==> src/rtl/reservation_station_multi.sv <==
`default_nettype none
// ============================================================================
// Module   : reservation_station_multi
// Purpose  : ALU reservation station with DEPTH entries, NUM_CDB snooped
//            broadcast channels, oldest-first issue and a free-slot count.
//            Dispatch writes the lowest free entry, operands are woken from
//            any CDB channel (also in the dispatch cycle), and clear flushes.
// Ports    : clk_in/rst_in (async high)  clock / reset
//            rdy_in                      global ready, low freezes all state
//            clear / stall               flush / inhibit issue
//            disp_*                      dispatch request and payload
//            rs_full / free_cnt          occupancy status
//            cdb_valid/rob_id/value      packed broadcast channels
//            alu_full                    ALU back-pressure
//            alu_ready / alu_*           issue pulse and payload
// Revision : 1.0  initial release
// ============================================================================
module reservation_station_multi #(
    parameter int DEPTH   = 8,
    parameter int ROB_W   = 5,
    parameter int XLEN    = 32,
    parameter int TYPE_W  = 5,
    parameter int NUM_CDB = 2
) (
    input  logic                     clk_in,
    input  logic                     rst_in,
    input  logic                     rdy_in,
    input  logic                     clear,
    input  logic                     stall,
    input  logic                     disp_valid,
    input  logic [TYPE_W-1:0]        disp_type,
    input  logic [ROB_W-1:0]         disp_rob_id,
    input  logic [XLEN-1:0]          disp_v1,
    input  logic [XLEN-1:0]          disp_v2,
    input  logic [XLEN-1:0]          disp_imm,
    input  logic                     disp_has_dep1,
    input  logic                     disp_has_dep2,
    input  logic [ROB_W-1:0]         disp_dep1,
    input  logic [ROB_W-1:0]         disp_dep2,
    output logic                     rs_full,
    output logic [$clog2(DEPTH):0]   free_cnt,
    input  logic [NUM_CDB-1:0]       cdb_valid,
    input  logic [NUM_CDB*ROB_W-1:0] cdb_rob_id,
    input  logic [NUM_CDB*XLEN-1:0]  cdb_value,
    input  logic                     alu_full,
    output logic                     alu_ready,
    output logic [TYPE_W-1:0]        alu_type,
    output logic [ROB_W-1:0]         alu_rob_id,
    output logic [XLEN-1:0]          alu_op1,
    output logic [XLEN-1:0]          alu_op2,
    output logic [XLEN-1:0]          alu_imm
);

    localparam int                 AGE_W     = $clog2(DEPTH);
    localparam int                 CNT_W     = AGE_W + 1;
    localparam logic [AGE_W-1:0]   C_AGE_MAX = AGE_W'(DEPTH - 1);
    localparam logic [CNT_W-1:0]   C_DEPTH   = CNT_W'(DEPTH);

    logic              r_valid [DEPTH];
    logic [TYPE_W-1:0] r_type  [DEPTH];
    logic [ROB_W-1:0]  r_rob   [DEPTH];
    logic [XLEN-1:0]   r_v1    [DEPTH];
    logic [XLEN-1:0]   r_v2    [DEPTH];
    logic [XLEN-1:0]   r_imm   [DEPTH];
    logic              r_pend1 [DEPTH];
    logic              r_pend2 [DEPTH];
    logic [ROB_W-1:0]  r_dep1  [DEPTH];
    logic [ROB_W-1:0]  r_dep2  [DEPTH];
    logic [AGE_W-1:0]  r_age   [DEPTH];
    logic [CNT_W-1:0]  r_count;

    // {hit, value}: the lowest-numbered channel matching the tag wins, so
    // channels are scanned from the top down and the last hit sticks.
    function automatic logic [XLEN:0] cdb_lookup(input logic [ROB_W-1:0] tag);
        logic [XLEN:0] res;
        res = '0;
        for (int k = NUM_CDB - 1; k >= 0; k--) begin
            if (cdb_valid[k] && (cdb_rob_id[k*ROB_W +: ROB_W] == tag)) begin
                res = {1'b1, cdb_value[k*XLEN +: XLEN]};
            end
        end
        return res;
    endfunction

    logic [XLEN:0]    w_wk1 [DEPTH];
    logic [XLEN:0]    w_wk2 [DEPTH];
    logic [XLEN:0]    w_byp1;
    logic [XLEN:0]    w_byp2;
    logic             w_any_ready;
    logic [AGE_W-1:0] w_sel;
    logic [AGE_W-1:0] w_sel_age;
    logic [AGE_W-1:0] w_free;
    logic             w_free_found;
    logic             w_accept;
    logic             w_issue;

    assign rs_full  = (r_count == C_DEPTH);
    assign free_cnt = C_DEPTH - r_count;

    always_comb begin
        w_byp1 = cdb_lookup(disp_dep1);
        w_byp2 = cdb_lookup(disp_dep2);
        for (int i = 0; i < DEPTH; i++) begin
            w_wk1[i] = cdb_lookup(r_dep1[i]);
            w_wk2[i] = cdb_lookup(r_dep2[i]);
        end
    end

    // Oldest ready entry; strict '>' keeps the lowest index on age ties.
    always_comb begin
        w_any_ready = 1'b0;
        w_sel       = '0;
        w_sel_age   = '0;
        for (int i = 0; i < DEPTH; i++) begin
            if (r_valid[i] && !r_pend1[i] && !r_pend2[i] &&
                (!w_any_ready || (r_age[i] > w_sel_age))) begin
                w_any_ready = 1'b1;
                w_sel       = AGE_W'(i);
                w_sel_age   = r_age[i];
            end
        end
    end

    always_comb begin
        w_free_found = 1'b0;
        w_free       = '0;
        for (int i = 0; i < DEPTH; i++) begin
            if (!r_valid[i] && !w_free_found) begin
                w_free_found = 1'b1;
                w_free       = AGE_W'(i);
            end
        end
    end

    // rdy_in gating is applied by the enclosing branch of the state update.
    assign w_accept = disp_valid && !rs_full && !clear;
    assign w_issue  = w_any_ready && !clear && !stall && !alu_full;

    always_ff @(posedge clk_in or posedge rst_in) begin
        if (rst_in) begin
            for (int i = 0; i < DEPTH; i++) begin
                r_valid[i] <= 1'b0;
                r_type[i]  <= '0;
                r_rob[i]   <= '0;
                r_v1[i]    <= '0;
                r_v2[i]    <= '0;
                r_imm[i]   <= '0;
                r_pend1[i] <= 1'b0;
                r_pend2[i] <= 1'b0;
                r_dep1[i]  <= '0;
                r_dep2[i]  <= '0;
                r_age[i]   <= '0;
            end
            r_count    <= '0;
            alu_ready  <= 1'b0;
            alu_type   <= '0;
            alu_rob_id <= '0;
            alu_op1    <= '0;
            alu_op2    <= '0;
            alu_imm    <= '0;
        end else if (rdy_in) begin
            if (clear) begin
                for (int i = 0; i < DEPTH; i++) begin
                    r_valid[i] <= 1'b0;
                end
                r_count   <= '0;
                alu_ready <= 1'b0;
            end else begin
                for (int i = 0; i < DEPTH; i++) begin
                    if (r_valid[i]) begin
                        if (r_pend1[i] && w_wk1[i][XLEN]) begin
                            r_v1[i]    <= w_wk1[i][XLEN-1:0];
                            r_pend1[i] <= 1'b0;
                        end
                        if (r_pend2[i] && w_wk2[i][XLEN]) begin
                            r_v2[i]    <= w_wk2[i][XLEN-1:0];
                            r_pend2[i] <= 1'b0;
                        end
                        if (w_accept && (r_age[i] != C_AGE_MAX)) begin
                            r_age[i] <= r_age[i] + AGE_W'(1);
                        end
                    end
                end

                if (w_issue) begin
                    alu_ready      <= 1'b1;
                    alu_type       <= r_type[w_sel];
                    alu_rob_id     <= r_rob[w_sel];
                    alu_op1        <= r_v1[w_sel];
                    alu_op2        <= r_v2[w_sel];
                    alu_imm        <= r_imm[w_sel];
                    r_valid[w_sel] <= 1'b0;
                end else begin
                    alu_ready <= 1'b0;
                end

                // The free slot is invalid, so it never collides with the
                // wakeup/aging updates above or with the issued entry.
                if (w_accept) begin
                    r_valid[w_free] <= 1'b1;
                    r_type[w_free]  <= disp_type;
                    r_rob[w_free]   <= disp_rob_id;
                    r_imm[w_free]   <= disp_imm;
                    r_dep1[w_free]  <= disp_dep1;
                    r_dep2[w_free]  <= disp_dep2;
                    r_age[w_free]   <= '0;
                    r_v1[w_free]    <= (disp_has_dep1 && w_byp1[XLEN]) ? w_byp1[XLEN-1:0] : disp_v1;
                    r_v2[w_free]    <= (disp_has_dep2 && w_byp2[XLEN]) ? w_byp2[XLEN-1:0] : disp_v2;
                    r_pend1[w_free] <= disp_has_dep1 && !w_byp1[XLEN];
                    r_pend2[w_free] <= disp_has_dep2 && !w_byp2[XLEN];
                end

                r_count <= r_count + CNT_W'(w_accept) - CNT_W'(w_issue);
            end
        end
    end

endmodule
`default_nettype wire

==> config.mk <==
export PLATFORM = sky130hd
export DESIGN_NAME = reservation_station_multi
export DESIGN_NICKNAME = d
export VERILOG_FILES = /design/src/rtl/reservation_station_multi.sv
export SDC_FILE = /design/constraint.sdc
export NUM_CORES = 2
export LEC_CHECK = 0
export ABC_CLOCK_PERIOD_IN_PS = 65000
export BUFFER_PORTS_ARGS = -buffer_cell sky130_fd_sc_hd__buf_2
export CAP_MARGIN = 10
export CORE_MARGIN = 2
export CORE_UTILIZATION = 40
export DETAILED_ROUTE_END_ITERATION = 7
export PLACE_DENSITY = 0.55
export SLEW_MARGIN = 20
export SYNTH_ARGS = -nofsm -noshare
export SYNTH_HDL_FRONTEND = slang
export SYNTH_SLANG_ARGS = --single-unit
export TNS_END_PERCENT = 100
==> constraint.sdc <==
create_clock -name clk_in -period 65 [get_ports clk_in]
set_clock_uncertainty 0.2 [all_clocks]
set_input_delay 3.25 -clock clk_in [delete_from_list [all_inputs] [get_ports clk_in]]
set_output_delay 3.25 -clock clk_in [all_outputs]
set_load 0.01 [all_outputs]
# Word level (Yosys, flattened, before mapping)
# Cells that the tools add are included.
# classes
add_sub_neg	11
mul	0
div_mod_pow	0
magnitude_cmp	11
eq_ne	45
shifts	0
n_mux	281
bitwise_logic	8
reduce_logical	153
# ops
operator	count
$mux W32	73
$mux W33	36
$bwmux W256	3
$mux W256	2
$bmux W32 S3	3
$eq A5 B5 Y1	36
$bwmux W40	4
$mux W3	52
$logic_and A1 B1 Y1	101
$demux W32 S3	1
$mux W1	85
$mux W8	7
$logic_not A1 Y1	42
$bmux W5 S3	2
$mux W5	5
$add A3 B1 Y3 const B	8
$and A24 B24 Y24	1
$mux W24	1
$ne A3 B3 Y1 const B	8
$not A24 Y24	1
$gt A3 B3 Y1	7
$bwmux W8	2
$demux W5 S3	1
$demux W3 S3	1
16 further kinds	27
# word_totals
ff_bits	1087
latch_bits	0
ram_bits	0
rom_bits	0
in_bits	201
output_inout_bits	112
word_cells	604
n_memories	0

# Depth between registers and ports, before layout
# logic_depth
depth_word	45
ltp_mapped	57
mapped_depth_nobuf	51

# Worst setup path after synthesis
# No wires, ideal clock.
# synth_timing
path_type	flip-flop to flip-flop
from	register r_valid[7] (netlist name)
to	register alu_imm[21]
t_arrival_ns	9.778
slack_ns	54.896
stages_incl_launch_ff	56
n_path_buf	6
period_less_slack_ns	10.104
cell_sequence	dfrtp_1 -> nor3b_2 -> nand2_1 -> ha_1 -> and3_1 -> a21oi_1 -> o21a_1 -> mux2_2 -> ha_1 -> nand3_1 -> o21ai_0 -> o21ai_0 -> nand2_1 -> mux2i_1 -> ha_1 -> nor2b_1 -> o21ai_0 -> a21oi_1 -> (+20 left out) -> o211ai_1 -> o21ai_1 -> buf_2 -> nor2_1 -> a22o_1 -> a21oi_1 -> ha_1 -> nor2b_1 -> o21ai_0 -> a32oi_1 -> o21bai_2 -> o311a_1 -> buf_2 -> buf_2 -> buf_2 -> mux2i_1 -> o21ai_1 -> o32a_1
# synth_via
elab_chain_cells	35
elab_cells_between_ends	60
classes_between	order compare (7); mux (25); bitwise (1); reduce/logical (27)
# synth_lines
item	line_no	rtl
start: declaration	59	logic r_valid [DEPTH];
start signal: indexed assignment	142	r_valid[i] <= 1'b0;
start signal: indexed assignment	164	r_valid[i] <= 1'b0;
start signal: indexed assignment	192	r_valid[w_sel] <= 1'b0;
$logic_and A1 B1 Y1 (*) (2 in series)	115	if (r_valid[i] && !r_pend1[i] && !r_pend2[i] &&
$mux W3 / $mux W1 (equally long branches)	115	
$gt A3 B3 Y1 / $logic_not A1 Y1 (equally long branches)	116	(!w_any_ready || (r_age[i] > w_sel_age))) begin
$logic_or A1 B1 Y1	116	
$logic_and A1 B1 Y1	115	
$mux W3 / $mux W1 (equally long branches)	115	
$gt A3 B3 Y1 / $logic_not A1 Y1 (equally long branches)	116	
$logic_or A1 B1 Y1	116	
(+18 left out)	-	
$gt A3 B3 Y1 / $logic_not A1 Y1 (equally long branches)	116	
$logic_or A1 B1 Y1	116	
$logic_and A1 B1 Y1	115	
$mux W3 / $mux W1 (equally long branches)	115	
$not A3 Y4 (implied by the code) / $logic_and A1 B1 Y1 (equally long branches)	191, 137	
$bmux W32 S3 / $logic_and A1 B1 Y1 (equally long branches)	191, 137	
$mux W32 (implied by the code) / $logic_and A1 B1 Y1 (equally long branches)	191, 137	
$mux W32 (implied by the code) / $reduce_and A3 Y1 (equally long branches)	-	
end signal: assignment	191	alu_imm <= r_imm[w_sel];
end: declaration	51	output logic [XLEN-1:0] alu_imm
# Every way passes the cells marked *; elsewhere a longest branch is shown, timed or not. The select of a mux whose other input is x is not followed.
# A chain may end at the register's enable or synchronous reset.

# Final worst setup path
# layout_timing
from	register r_valid[7] (netlist name)
to	register alu_op1[15]
# layout_via
elab_chain_cells	35
elab_cells_between_ends	60
classes_between	order compare (7); mux (25); bitwise (1); reduce/logical (27)
# layout_lines
item	line_no	rtl
$logic_and A1 B1 Y1 (*) (2 in series)	115	
$mux W3 / $mux W1 (equally long branches)	115	
$gt A3 B3 Y1 / $logic_not A1 Y1 (equally long branches)	116	
$logic_or A1 B1 Y1	116	
$logic_and A1 B1 Y1	115	
$mux W3 / $mux W1 (equally long branches)	115	
$gt A3 B3 Y1 / $logic_not A1 Y1 (equally long branches)	116	
$logic_or A1 B1 Y1	116	
(+18 left out)	-	
$gt A3 B3 Y1 / $logic_not A1 Y1 (equally long branches)	116	
$logic_or A1 B1 Y1	116	
$logic_and A1 B1 Y1	115	
$mux W3 / $mux W1 (equally long branches)	115	
$not A3 Y4 (implied by the code) / $logic_and A1 B1 Y1 (equally long branches)	189, 137	
$bmux W32 S3 / $logic_and A1 B1 Y1 (equally long branches)	189, 137	
$mux W32 (implied by the code) / $logic_and A1 B1 Y1 (equally long branches)	189, 137	
$mux W32 (implied by the code) / $reduce_and A3 Y1 (equally long branches)	-	
end signal: assignment	189	alu_op1 <= r_v1[w_sel];
end: declaration	49	output logic [XLEN-1:0] alu_op1,
# Marks and branches as above.

==> metrics.yaml <==
placement:
  portBuffers: 312
  globalplace.congestion: 0.876
  post_dp_cell_area_mm2: 0.0633
  dp_hpwl_um: 142000
  dp_cells: 8095
synthesis:
  syn-num-nets: 6590
  async_reset_ff_share_pct: 100
  synth_edf_count: 0
  synthCells: 6344
  yosysWarningCount: 0
  avgSynthCellArea_um2: 9.53
  ys_ff_latch: 1087
  yosysSeqAreaShare_pct: 45.0
  yosysUniqueCellTypes: 64
  netlist_area_mm2: 0.0604
  synth-main-ff-cell: "dfrtp_1"
setup_path:
  cpLargestDelayFamily: "compound AO/OA/AOI/OAI gates"
  crit_buf_inv: 3
  arrival_ns: 14.29
  startpoint_type: "flip-flop"
  cp_slowest_stage_delay_ns: 0.99
  slowest_stage: "buf_4"
  cp_max_fo: 64
  critPathCaptureType: "flip-flop"
  cp.required_ns: 65.46
  crit_type: "flip-flop to flip-flop"
clock_network:
  h-tree-depth: 4
  cts_tree: "yes"
  cts_made_buffers: 131
  post_cts_buffers: 0
  cts_buffer_depth: 3
  cts_root_buf: "clkbuf_16"
  postCtsHoldBufs: 0
  clock_sinks: 1087
  cts_resized: 0
  clk_latency_ns: 0.79
  clkSlewWorstSetupHoldPaths_ns: 0.06
sta:
  fmax_ghz: 0.0723
  rsz0062_at_grt: "no"
  slew_viol_final: 0
  setup-tns-final_ns: 0
  slew_headroom_pct: 19.2
  setup_viol: 0
  hold_violations: 0
  worst_slew_pin_slew_ns: 1.21
  post-route-period-util_pct: 21.3
  timing.final.crit_period_ns: 13.83
grt:
  first_global_vias: 53700
  grt_max_degree: 175
  grt_pass1_wl_um: 369000
  grt_usage_pct: 32.0
  overflow: 0
  antenna_found_initial: 60
floorplanning:
  fp.dieH_um: 393
  initial_core_util_pct: 40.3
  die_width_um: 393
  rows: 142
  io_pins: 313
  coreArea_mm2: 0.150
  die_area_mm2: 0.154
finish:
  multi_input_comb_area_mm2: 0.0308
  area_growth_pct: 12.1
  drive_above_1_share_pct: 18.2
  final_common_cell: "nand2_1"
  nFillCells: 14500
  final_cell_mix: "1466 x nand2_1, 1087 x dfrtp_1, 480 x o22a_1"
  final_nets: 6462
  instances_no_fill: 8356
  final_area_mm2: 0.0678
  seqCellArea_mm2: 0.0272
pwr:
  intPower_uw: 1530
  p_clk_share_pct: 32.9
  comb_power_share_pct: 25.0
  switching_power_uw: 756
  p_leak_uw: 0.0297
  seqPwrFrac_pct: 42.0
  irDropWorstVdd_mv: 0.0277
  p_sw_share_pct: 33.1
  power_density_mw_per_mm2: 33.7
detailed_routing:
  vias_per_cell: 6.51
  ant_nets: 0
  drc_errors: 0
  wire_per_inst_um: 30.1
  drtIter0Drc: 6107
  first_pass_iters: 8
  routed_wl_um: 251000
  vias: 54400
outcome:
  status: "complete, no violations"
worst_hold_path:
  hold_path_class: "flip-flop to flip-flop"
job:
  cap_violations: 0
cell type report:
cell class	count	share of cell area, %
clock inverters	42	0.661
inverters	45	0.260
clock buffers	190	5.73
well taps	2016	3.72
multi-input cells	4505	45.4
repair buffers	446	4.02
diodes	25	0.0923
flip-flops and latches	1087	40.1
worst min-delay path, cell delays in order, from the launching register on:
cell and delay, ns:
dfrtp_1 0.34, nand2_1 0.05, nand2_1 0.05
worst paths after layout:
| path | startpoint | to | slack [ns] | cells past startpoint |
|---|---|---|---|---|
| hold / removal | r_type[0]$_DFFE_PP0P_ | r_type[0]$_DFFE_PP0P_ | 0.27 | 2 |
| hold reg to reg | r_type[0]$_DFFE_PP0P_ | r_type[0]$_DFFE_PP0P_ | 0.27 | 2 |
| min in group asynchronous | rst_in | r_dep1[35]$_DFFE_PP0P_ | 2.35 | 2 |
| setup / recovery | r_valid[7]$_DFFE_PP0P_ | alu_op1[15]$_DFFE_PP0P_ | 51.17 | 53 |
| setup reg to reg | r_valid[7]$_DFFE_PP0P_ | alu_op1[15]$_DFFE_PP0P_ | 51.17 | 53 |
| max in group asynchronous | rst_in | r_v2[120]$_DFFE_PP0P_ | 59.07 | 5 |
power by group through the flow:
stage / Sequential, uW / Clock, uW / Combinational, uW
2_1_floorplan: 949 / 0 / 376
3_3_place_gp: 964 / 0 / 557
3_5_place_dp: 968 / 0 / 569
4_1_cts: 957 / 761 / 569
5_1_grt: 977 / 788 / 623
6_report: 959 / 752 / 572
cells in the mapped netlist, drive strengths merged (4+ instances only):
library cell,n,area share (%)
o21a,4,0.050
a22o,10,0.14
ha,44,0.91
o22ai,22,0.23
a21oi,407,3.4
nand3,32,0.27
xor2,146,2.1
nor3,11,0.091
nor2,170,1.1
a22oi,27,0.34
nor4,38,0.43
a221oi,106,1.8
nor2b,7,0.072
buf,151,1.2
o211ai,4,0.050
mux2,370,6.9
xnor2,41,0.59
nand2b,6,0.062
nor3b,9,0.14
o22a,480,7.0
o21ai,156,1.3
nand2,1476,9.2
inv,45,0.28
mux2i,257,4.3
and3,101,1.0
or3,6,0.062
clkbuf,556,3.5
o32a,106,1.8
dfrtp,1087,45
and2,7,0.072
a32o,38,0.63
o21bai,5,0.068
a32oi,396,5.7
logic make-up after synthesis:
group | after synthesis | synth area share (%)
adder cells (fa/ha/maj) | 45 | 0.944
XOR/XNOR | 187 | 2.71
AND/OR/NAND/NOR | 1874 | 12.6
flip-flops | 1087 | 45.0
multiplexers | 627 | 11.1
AO/OA/AOI/OAI | 1772 | 22.7
buffers and inverters | 752 | 4.92
flip-flops by register name, indices dropped and copies added (netlist names), 8 cells and up:
signal and count:
alu_imm 32, alu_op1 32, alu_op2 32, r_age 24
r_dep1 40, r_dep2 40, r_imm 256, r_pend1 8
r_pend2 8, r_rob 40, r_type 40, r_v1 256
r_v2 256, r_valid 8
per-layer routing:
layer / track usage, % / vias up / part of all wire (%)
li1: - / 23000 / -
met1: 41.0 / 27700 / 40
met2: 50.0 / 2959 / 45
met3: 9.46 / 751 / 10
met4: 14.2 / 62 / 4.5
met5: 0 / - / 0.15
stage by stage:
stage | setup WS [ns] | util [%] | hold slack [ns] | power (uW)
after floorplan | 30.95 | - | 0.239 | 1330
after global placement | 51.55 | 42.2 | 0.249 | 1520
after detailed placement | 51.34 | 42.2 | 0.260 | 1540
after CTS | 51.29 | 45.1 | 0.274 | 2290
after global routing | 50.10 | 45.2 | 0.293 | 2390
final | 51.17 | 45.2 | 0.269 | 2280
No activity file was read; power rests on OpenSTA's default activity.
